## src/rtl/layer1_weight_loader_pkg.sv

```systemverilog
// Shared constants and state types for the Layer 1 weight/bias loader.
// Row geometry derives from the Layer 1 node count and weight width.
package layer1_weight_loader_pkg;
  localparam int RELU_NODES        = 16;
  localparam int LAYER_1_BIT_WIDTH = 8;
  localparam int LAYER_1_INPUTS    = 784;
  localparam int LOADER_BEAT_WIDTH = 32;
  localparam int LOADER_ADDR_W     = 10;

  typedef enum logic [2:0] {
    S_IDLE      = 3'd0,
    S_WAIT_IDLE = 3'd1,
    S_COLLECT   = 3'd2,
    S_WRITE     = 3'd3,
    S_DONE      = 3'd4
  } load_state_t;

  typedef enum logic {
    PH_WEIGHT = 1'b0,
    PH_BIAS   = 1'b1
  } load_phase_t;
endpackage

```

## src/rtl/layer1_weight_loader_row_assembler.sv

```systemverilog
// Packs WORD_W/BEAT_W host beats into one row, beat 0 in the LSBs; o_last flags that
// the next accepted beat completes the row. Clear drops any partial row.
module layer1_weight_loader_row_assembler #(
  parameter int WORD_W = 128,
  parameter int BEAT_W = 32
) (
  input  logic              clk,
  input  logic              reset,
  input  logic              i_clear,
  input  logic              i_accept,
  input  logic [BEAT_W-1:0] i_beat,
  output logic [WORD_W-1:0] o_word,
  output logic              o_last
);
  localparam int BEATS = WORD_W / BEAT_W;
  localparam int CNT_W = (BEATS > 1) ? $clog2(BEATS) : 1;

  logic [CNT_W-1:0]  r_cnt;
  logic [WORD_W-1:0] r_word;
  logic              w_last;

  assign w_last = (r_cnt == CNT_W'(BEATS - 1));
  assign o_last = w_last;
  assign o_word = r_word;

  always_ff @(posedge clk or negedge reset) begin
    if (!reset) begin
      r_cnt  <= '0;
      r_word <= '0;
    end else if (i_clear) begin
      r_cnt  <= '0;
      r_word <= '0;
    end else if (i_accept) begin
      for (int k = 0; k < BEATS; k++) begin
        if (r_cnt == CNT_W'(k)) r_word[k*BEAT_W +: BEAT_W] <= i_beat;
      end
      r_cnt <= w_last ? '0 : r_cnt + CNT_W'(1);
    end
  end
endmodule

```

## src/rtl/layer1_weight_loader.sv

```systemverilog
// Loads NUM_ROWS Layer 1 weight rows then one bias row from a host beat stream,
// one write strobe per row (BEATS+1 cycles per row), holding off inference while busy.
module layer1_weight_loader
  import layer1_weight_loader_pkg::*;
#(
  parameter int NUM_ROWS = LAYER_1_INPUTS,
  parameter int WORD_W   = RELU_NODES * LAYER_1_BIT_WIDTH,
  parameter int BEAT_W   = LOADER_BEAT_WIDTH
) (
  input  logic                     clk,
  input  logic                     reset,
  input  logic                     loadStart,
  input  logic                     abort,
  input  logic                     pipelineIdle,
  input  logic                     beatValid,
  input  logic [BEAT_W-1:0]        beatData,
  output logic                     beatReady,
  output logic                     loadBusy,
  output logic                     loadDone,
  output logic                     loadError,
  output logic                     weightWriteEnable,
  output logic                     biasWriteEnable,
  output logic [LOADER_ADDR_W-1:0] WriteAddressSelect,
  output logic [WORD_W-1:0]        writeIn
);
  load_state_t              r_state, w_state_nxt;
  load_phase_t              r_phase, w_phase_nxt;
  logic [LOADER_ADDR_W-1:0] r_row, w_row_nxt;
  logic [LOADER_ADDR_W-1:0] r_addr, w_addr_nxt;
  logic r_ready, w_ready_nxt;
  logic r_busy, w_busy_nxt;
  logic r_done, w_done_nxt;
  logic r_error, w_error_nxt;
  logic r_wwe, w_wwe_nxt;
  logic r_bwe, w_bwe_nxt;
  logic w_clear, w_accept, w_last;
  logic [WORD_W-1:0] w_word;

  assign w_accept = beatValid && r_ready;

  layer1_weight_loader_row_assembler #(.WORD_W(WORD_W), .BEAT_W(BEAT_W)) u_row_assembler (
    .clk      (clk),
    .reset    (reset),
    .i_clear  (w_clear),
    .i_accept (w_accept),
    .i_beat   (beatData),
    .o_word   (w_word),
    .o_last   (w_last)
  );

  always_comb begin
    w_state_nxt = r_state;
    w_phase_nxt = r_phase;
    w_row_nxt   = r_row;
    w_addr_nxt  = r_addr;
    w_ready_nxt = r_ready;
    w_busy_nxt  = r_busy;
    w_done_nxt  = 1'b0;
    w_error_nxt = r_error;
    w_wwe_nxt   = 1'b0;
    w_bwe_nxt   = 1'b0;
    w_clear     = 1'b0;
    if (abort && (r_state == S_WAIT_IDLE || r_state == S_COLLECT || r_state == S_WRITE)) begin
      w_state_nxt = S_IDLE;
      w_ready_nxt = 1'b0;
      w_busy_nxt  = 1'b0;
      w_error_nxt = 1'b1;
      w_clear     = 1'b1;
    end else begin
      case (r_state)
        S_IDLE: if (loadStart && !abort) begin
          w_state_nxt = S_WAIT_IDLE;
          w_busy_nxt  = 1'b1;
          w_error_nxt = 1'b0;
          w_phase_nxt = PH_WEIGHT;
          w_row_nxt   = '0;
        end
        S_WAIT_IDLE: if (pipelineIdle) begin
          w_state_nxt = S_COLLECT;
          w_ready_nxt = 1'b1;
          w_clear     = 1'b1;
        end
        S_COLLECT: if (w_accept && w_last) begin
          w_state_nxt = S_WRITE;
          w_ready_nxt = 1'b0;
          w_wwe_nxt   = (r_phase == PH_WEIGHT);
          w_bwe_nxt   = (r_phase == PH_BIAS);
          w_addr_nxt  = (r_phase == PH_WEIGHT) ? r_row : '0;
        end
        S_WRITE: if (r_phase == PH_BIAS) begin
          w_state_nxt = S_DONE;
          w_done_nxt  = 1'b1;
        end else begin
          w_state_nxt = S_COLLECT;
          w_ready_nxt = 1'b1;
          if (r_row == LOADER_ADDR_W'(NUM_ROWS - 1)) w_phase_nxt = PH_BIAS;
          else                                       w_row_nxt   = r_row + LOADER_ADDR_W'(1);
        end
        S_DONE: begin
          w_state_nxt = S_IDLE;
          w_busy_nxt  = 1'b0;
        end
        default: w_state_nxt = S_IDLE;
      endcase
    end
  end

  always_ff @(posedge clk or negedge reset) begin
    if (!reset) begin
      r_state <= S_IDLE;
      r_phase <= PH_WEIGHT;
      r_row   <= '0;
      r_addr  <= '0;
      r_ready <= 1'b0;
      r_busy  <= 1'b0;
      r_done  <= 1'b0;
      r_error <= 1'b0;
      r_wwe   <= 1'b0;
      r_bwe   <= 1'b0;
    end else begin
      r_state <= w_state_nxt;
      r_phase <= w_phase_nxt;
      r_row   <= w_row_nxt;
      r_addr  <= w_addr_nxt;
      r_ready <= w_ready_nxt;
      r_busy  <= w_busy_nxt;
      r_done  <= w_done_nxt;
      r_error <= w_error_nxt;
      r_wwe   <= w_wwe_nxt;
      r_bwe   <= w_bwe_nxt;
    end
  end

  // Strobes are only high in WRITE; an abort landing there must keep storage untouched.
  assign weightWriteEnable  = r_wwe & ~abort;
  assign biasWriteEnable    = r_bwe & ~abort;
  assign beatReady          = r_ready;
  assign loadBusy           = r_busy;
  assign loadDone           = r_done;
  assign loadError          = r_error;
  assign WriteAddressSelect = r_addr;
  assign writeIn            = w_word;
endmodule

```

## config.mk

```make
export PLATFORM = sky130hd
export DESIGN_NAME = layer1_weight_loader
export DESIGN_NICKNAME = d
export VERILOG_FILES = /design/src/rtl/layer1_weight_loader_pkg.sv /design/src/rtl/layer1_weight_loader_row_assembler.sv /design/src/rtl/layer1_weight_loader.sv
export SDC_FILE = /design/constraint.sdc
export NUM_CORES = 1
export LEC_CHECK = 0
export CAP_MARGIN = 15
export CORE_MARGIN = 2
export CORE_UTILIZATION = 40
export CTS_BUF_LIST = sky130_fd_sc_hd__clkbuf_8
export CTS_CLUSTER_DIAMETER = 120
export DETAILED_ROUTE_END_ITERATION = 6
export GPL_ROUTABILITY_DRIVEN = 1
export PLACE_DENSITY = 0.68
export SETUP_SLACK_MARGIN = 0.3
export SLEW_MARGIN = 10
export SYNTH_ARGS = -nofsm -noshare
export SYNTH_HDL_FRONTEND = slang
export SYNTH_SLANG_ARGS = --single-unit
```

## constraint.sdc

```tcl
create_clock -name clk -period 2.65 [get_ports clk]
set_input_delay 0.795 -clock clk [delete_from_list [all_inputs] [get_ports clk]]
set_output_delay 0.795 -clock clk [all_outputs]
set_load 0.01 [all_outputs]
```

# [Word level (Yosys, flattened, before mapping)]
# Index checks and enable logic that the tools add are counted.
[totals] output_inout_bits=144 register_bits=160 in_bits=38
[op_classes] n_mux=46 n_addsub=2 reduce_logical=30 bitwise_logic=5 eq_ne=15
[ops] op="2-to-1 mux 128 bit" count=2
[ops] op="2-to-1 mux 32 bit" count=4
[ops] op="2-to-1 mux 10 bit" count=4
[ops] op="2-to-1 mux 1 bit" count=23
[ops] op="case mux 10 bit (2 select lines)" count=1
[ops] op="nonzero test 2 bit" count=8
[ops] op="2-to-1 mux 3 bit" count=5
[ops] op="case mux 3 bit (4 select lines)" count=1
[ops] op="AND reduction 2 bit" count=6
[ops] op="adder 10 x 1 -> 10 bit, second input constant" count=1
[ops] op="equality test 10 bit, second input constant" count=1
[ops] op="AND reduction 3 bit" count=3
[ops] op="equality test 3 x 2 -> 1 bit, second input constant" count=2
[ops] op="2-to-1 mux 2 bit" count=3
[ops] op="!= test 2 bit, second input constant" count=3
[ops] op="!= test 3 x 2 -> 1 bit, second input constant" count=2
[ops] op="AND reduction 5 bit" count=1
[ops] op="equality test 2 bit, second input constant" count=2
[ops] op="logical AND 1 bit" count=4
[ops] op="case mux 1 bit (2 select lines)" count=2
[ops] op="AND reduction 4 bit" count=1
[ops] op="nonzero test 4 bit" count=1
[ops] op="equality test 3 x 1 -> 1 bit, second input constant" count=1
[ops] op="equality test 3 bit, second input constant" count=1
[ops] op="12 further kinds" count=16

# [Depth between registers and ports, before layout]
[logic_depth] word_depth=7 mapped_depth=7 depth_no_buf=5

# [Hierarchy]
# Synthesis repeated with hierarchy kept, for this count alone.
[hier_totals] hier_cells=638 hier_area_um2=7412.1
[by_module_without_submodules] module="layer1_weight_loader_row_assembler" area_each_um2=5849.4 cells_each=465 instances=1 seq_area_each_um2=3253.1
[by_module_without_submodules] module="layer1_weight_loader" area_each_um2=1562.7 cells_each=173 instances=1 seq_area_each_um2=750.7

# [Worst setup path before layout]
# Ideal clock, no wire load.
[synth_timing] path_kind="in2reg" from="input abort" to="register r_addr[1] (netlist: WriteAddressSelect[1])" path_slack_ns=0.548 stages=6 arrival_ns=1.975 setup_ns=0.127 path_cell_list="or2_2 > buf_6 > or4_4 > buf_2 > nand2_1 > o21ai_0"
[synth_via] elab_chain_cells=3
[synth_rtl] element="start, declared" line="layer1_weight_loader.sv:13" text="input logic abort,"
[synth_rtl] element="logical AND 1 bit" line="layer1_weight_loader.sv:63" text="if (abort && (r_state == S_WAIT_IDLE || r_state == S_COLLECT || r_state == S_WRITE)) begin"
[synth_rtl] element="inverter 1 bit (no source line)"
[synth_rtl] element="AND reduction 3 bit (no source line)"
[synth_rtl] element="end signal, assigned" line="layer1_weight_loader.sv:124" text="r_addr <= w_addr_nxt;"
[synth_rtl] element="end, declared" line="layer1_weight_loader.sv:29" text="logic [LOADER_ADDR_W-1:0] r_addr, w_addr_nxt;"
# No other way between the ends.
# A chain may end at the register's enable or synchronous reset.

# [Worst setup path after layout]
[layout_timing] from="input abort" to="output weightWriteEnable"
[layout_via] elab_chain_cells=2
[layout_rtl] element="inverter 1 bit" line="layer1_weight_loader.sv:135" text="assign weightWriteEnable = r_wwe & ~abort;"
[layout_rtl] element="AND 1 bit" line="layer1_weight_loader.sv:135"
[layout_rtl] element="end, declared" line="layer1_weight_loader.sv:21" text="output logic weightWriteEnable,"
# No other way between the ends.

==> results.ini <==
[pwr]
p_clk_share_pct = 24.3
p_sw_share_pct = 32.2
vdd_drop_max_v = 0.000442
internal-power_w = 0.00550
power.density_nw_per_um2 = 872
total_power_w = 0.00812
p_leak_nw = 3.94
combPwrFrac_pct = 34.5
seqPwrFrac_pct = 41.2
p_sw_w = 0.00262

[sta]
period_needed_ps = 2200
finalCritPeriodShare_pct = 83.1
setup_viol = 0
rsz0062_at_grt = no
maxSlewHeadroom_pct = 57.5
timing_hold_violations_final = 0
clock_skew_ps = 11.6
finalMaxSlewViolations = 0
tightest_slew_ps = 637
fmax_mhz = 454
worst_hold_slack_ps = 117

[cells_and_area]
area_growth_pct = 39.3
final.fill_count = 1521
drive_gt1_share_pct = 7.59
final_util_pct = 56.6
diodes = 0
finalNetCount = 965
final_cells = 1155

[clocking]
clk_latency_ps = 460
clock_sinks = 160
post-cts-setup-buffer-count = 0
clock-root-buffer = clkbuf_8
hold_buffers = 0
cts_tree = done
cts_buffers = 17
path_clk_slew_ps = 70
clockBufferDepth = 2
htreeDepth = 4
cts_resized = 5

[floorplanning]
die-area_um2 = 17800
die_x_um = 133
rows = 47
io-pin-count = 182
die_h_um = 133
start_util_pct = 40.6
coreArea_um2 = 16500

[setup_path]
crit_cells = 3
worst_path_largest_cell_delay_ps = 260
r2r-end = r_row[2]$_DFFE_PN0P_
path_cells = dlygate4sd2_1 > nor2b_1 > dlygate4sd2_1
rrSetupSlack_ps = 600
critical_path.startpoint = abort
critical_path.slowest_cell = dlygate4sd2_1
endpoint = weightWriteEnable
crit_family = buffers and inverters
cpMostUsedCell = dlygate4sd2_1
crit_type = input pin to output port
path_buf_inv = 2
ff2ff_path_depth = 4
endpoint_kind = output port
cp_data_arrival_time_ps = 1410
worst_r2r_startpoint = r_row[6]$_DFFE_PN0P_
cp.required_ps = 1860
cp_max_fo = 3
startpoint_type = input pin

[yosys]
synthDistinctLibCells = 32
syn_area_um2 = 6690
ys_warn_count = 0
synth_commonest_cells = nand2_1 (284), dfrtp_1 (160), a21oi_1 (140)
yosys.area.top_type = dfrtp_1
synth_edf_count = 0
synth.most_common_cell = nand2_1
syn_area_per_cell_um2 = 8.98
synth_area_leaders = dfrtp_1 (60%), nand2_1 (16%), a21oi_1 (10%), clkbuf_1 (2.5%), o21ai_0 (1.3%)
synth_seq_area_share_pct = 59.9
synth_seq_cells = 160
syn_nets = 788
async_reset_ff_share_pct = 100
ys.flop_type = dfrtp_1
synth_top_area_share_pct = 59.9
syn_inst = 745

[drt]
drtPass1Iterations = 5
wire_per_inst_um = 16.6
drt-total-wl_mm = 19.1
antenna_left = 0
post-route-drc-count = 0
initialDrtViolationCount = 338
num_vias = 5831
via_per_inst = 5.05

[placed_design]
hpwl_mm = 12.7
numPortBuffers = 181
gp_congestion = 0.817
place.detailed.instances = 1123

[outcome]
status = completed

[global_route]
grt_pass1_wl_mm = 31.1
grt_max_degree = 111
grt_pass1_vias = 5661
gr-total-overflow = 0
grt_usage_pct = 22.2
antenna_found_initial = 0

[run]
maxCapViolCount = 0

[min_path]
worstHoldPathType = input pin to asynchronous set/reset pin

-- how the worst min path moves through the flow --
stage | start | endpoint | depth (start not counted)
after floorplan | r_phase$_DFFE_PN0P_ | r_wwe$_DFF_PN0_ | 1
after global placement | WriteAddressSelect[4]$_DFFE_PN0P_ | WriteAddressSelect[4]$_DFFE_PN0P_ | 2
after detailed placement | WriteAddressSelect[6]$_DFFE_PN0P_ | WriteAddressSelect[6]$_DFFE_PN0P_ | 2
after CTS | reset | r_row[0]$_DFFE_PN0P_ | 1
after global routing | reset | r_row[1]$_DFFE_PN0P_ | 1
final | reset | r_row[1]$_DFFE_PN0P_ | 1
-- power by group through the flow --
stage | sequential (W) | combinational [W] | clock [W]
2_1_floorplan | 0.00364 | 0.000873 | 0
3_3_place_gp | 0.00338 | 0.00279 | 0
5_1_grt | 0.00343 | 0.00305 | 0.00211
3_5_place_dp | 0.00340 | 0.00282 | 0
6_report | 0.00335 | 0.00280 | 0.00197
4_1_cts | 0.00335 | 0.00283 | 0.00202
-- final cells by class --
class	instances	area, um^2	area share [%]
flip-flops and latches	160	4000	43.0
clock inverters	11	150	1.61
multi-input cells	527	2440	26.2
repair buffers	210	2130	22.9
inverters	6	22.5	0.242
well taps	220	275	2.96
clock buffers	21	289	3.10
-- sequential cells by signal, indices dropped and copies added (netlist names) --
name                    cells
WriteAddressSelect         10
beatReady                   1
loadBusy                    1
loadDone                    1
loadError                   1
r_bwe                       1
r_phase                     1
r_row                      10
r_state                     3
r_wwe                       1
u_row_assembler.o_word    128
u_row_assembler.r_cnt       2
-- stage by stage --
stage          TNS (ps)  setup slack, ps  area (um^2)
6_report              0              447         9310
5_1_grt               0              307         9310
4_1_cts               0              419         9310
3_5_place_dp      -95.4            -60.2         8870
3_3_place_gp      -54.7            -30.0         8870
2_1_floorplan         0              548         6690
-- placed cells by master, fill, tap and decap left out, drive strengths merged, types with 2 or more instances in the layout --
master         synthesis  layout
nand2                284     284
clkdlybuf4s50          0     177
dfrtp                160     160
a21oi                140     140
buf                    7      30
clkbuf                45      21
o21ai                 17      17
nor2                  16      16
o31ai                 10      10
inv                    6      10
nand3                  9       9
nor3                   8       8
and3                   6       6
ha                     5       5
or4                    5       5
nor2b                  4       4
a31oi                  4       4
nand2b                 3       3
bufinv                 0       3
clkinv                 0       3
nor3b                  2       2
nand3b                 2       2
a21o                   2       2
dlygate4sd2            0       2
-- cells by family after synthesis --
logic type	after synthesis	synth area share, %
muxes	1	0.150
DFF	160	59.9
AOI/OAI and AO/OA	178	14.1
buffers and inverters	58	3.76
and+or+nand+nor	343	21.1
adders and majority gates	5	0.935
-- metal layers --
metal / part of all wire [%] / wire length [um] / GRT usage [%] / vias up
li1: - / - / - / 2810
met5: 0 / 0 / 0 / -
met3: 7.5 / 1440 / 6.70 / 27
met1: 44 / 8510 / 30.4 / 2815
met4: 2.2 / 425 / 8.04 / 0
met2: 46 / 8770 / 33.6 / 179
Power figures use the tool's default switching activity.
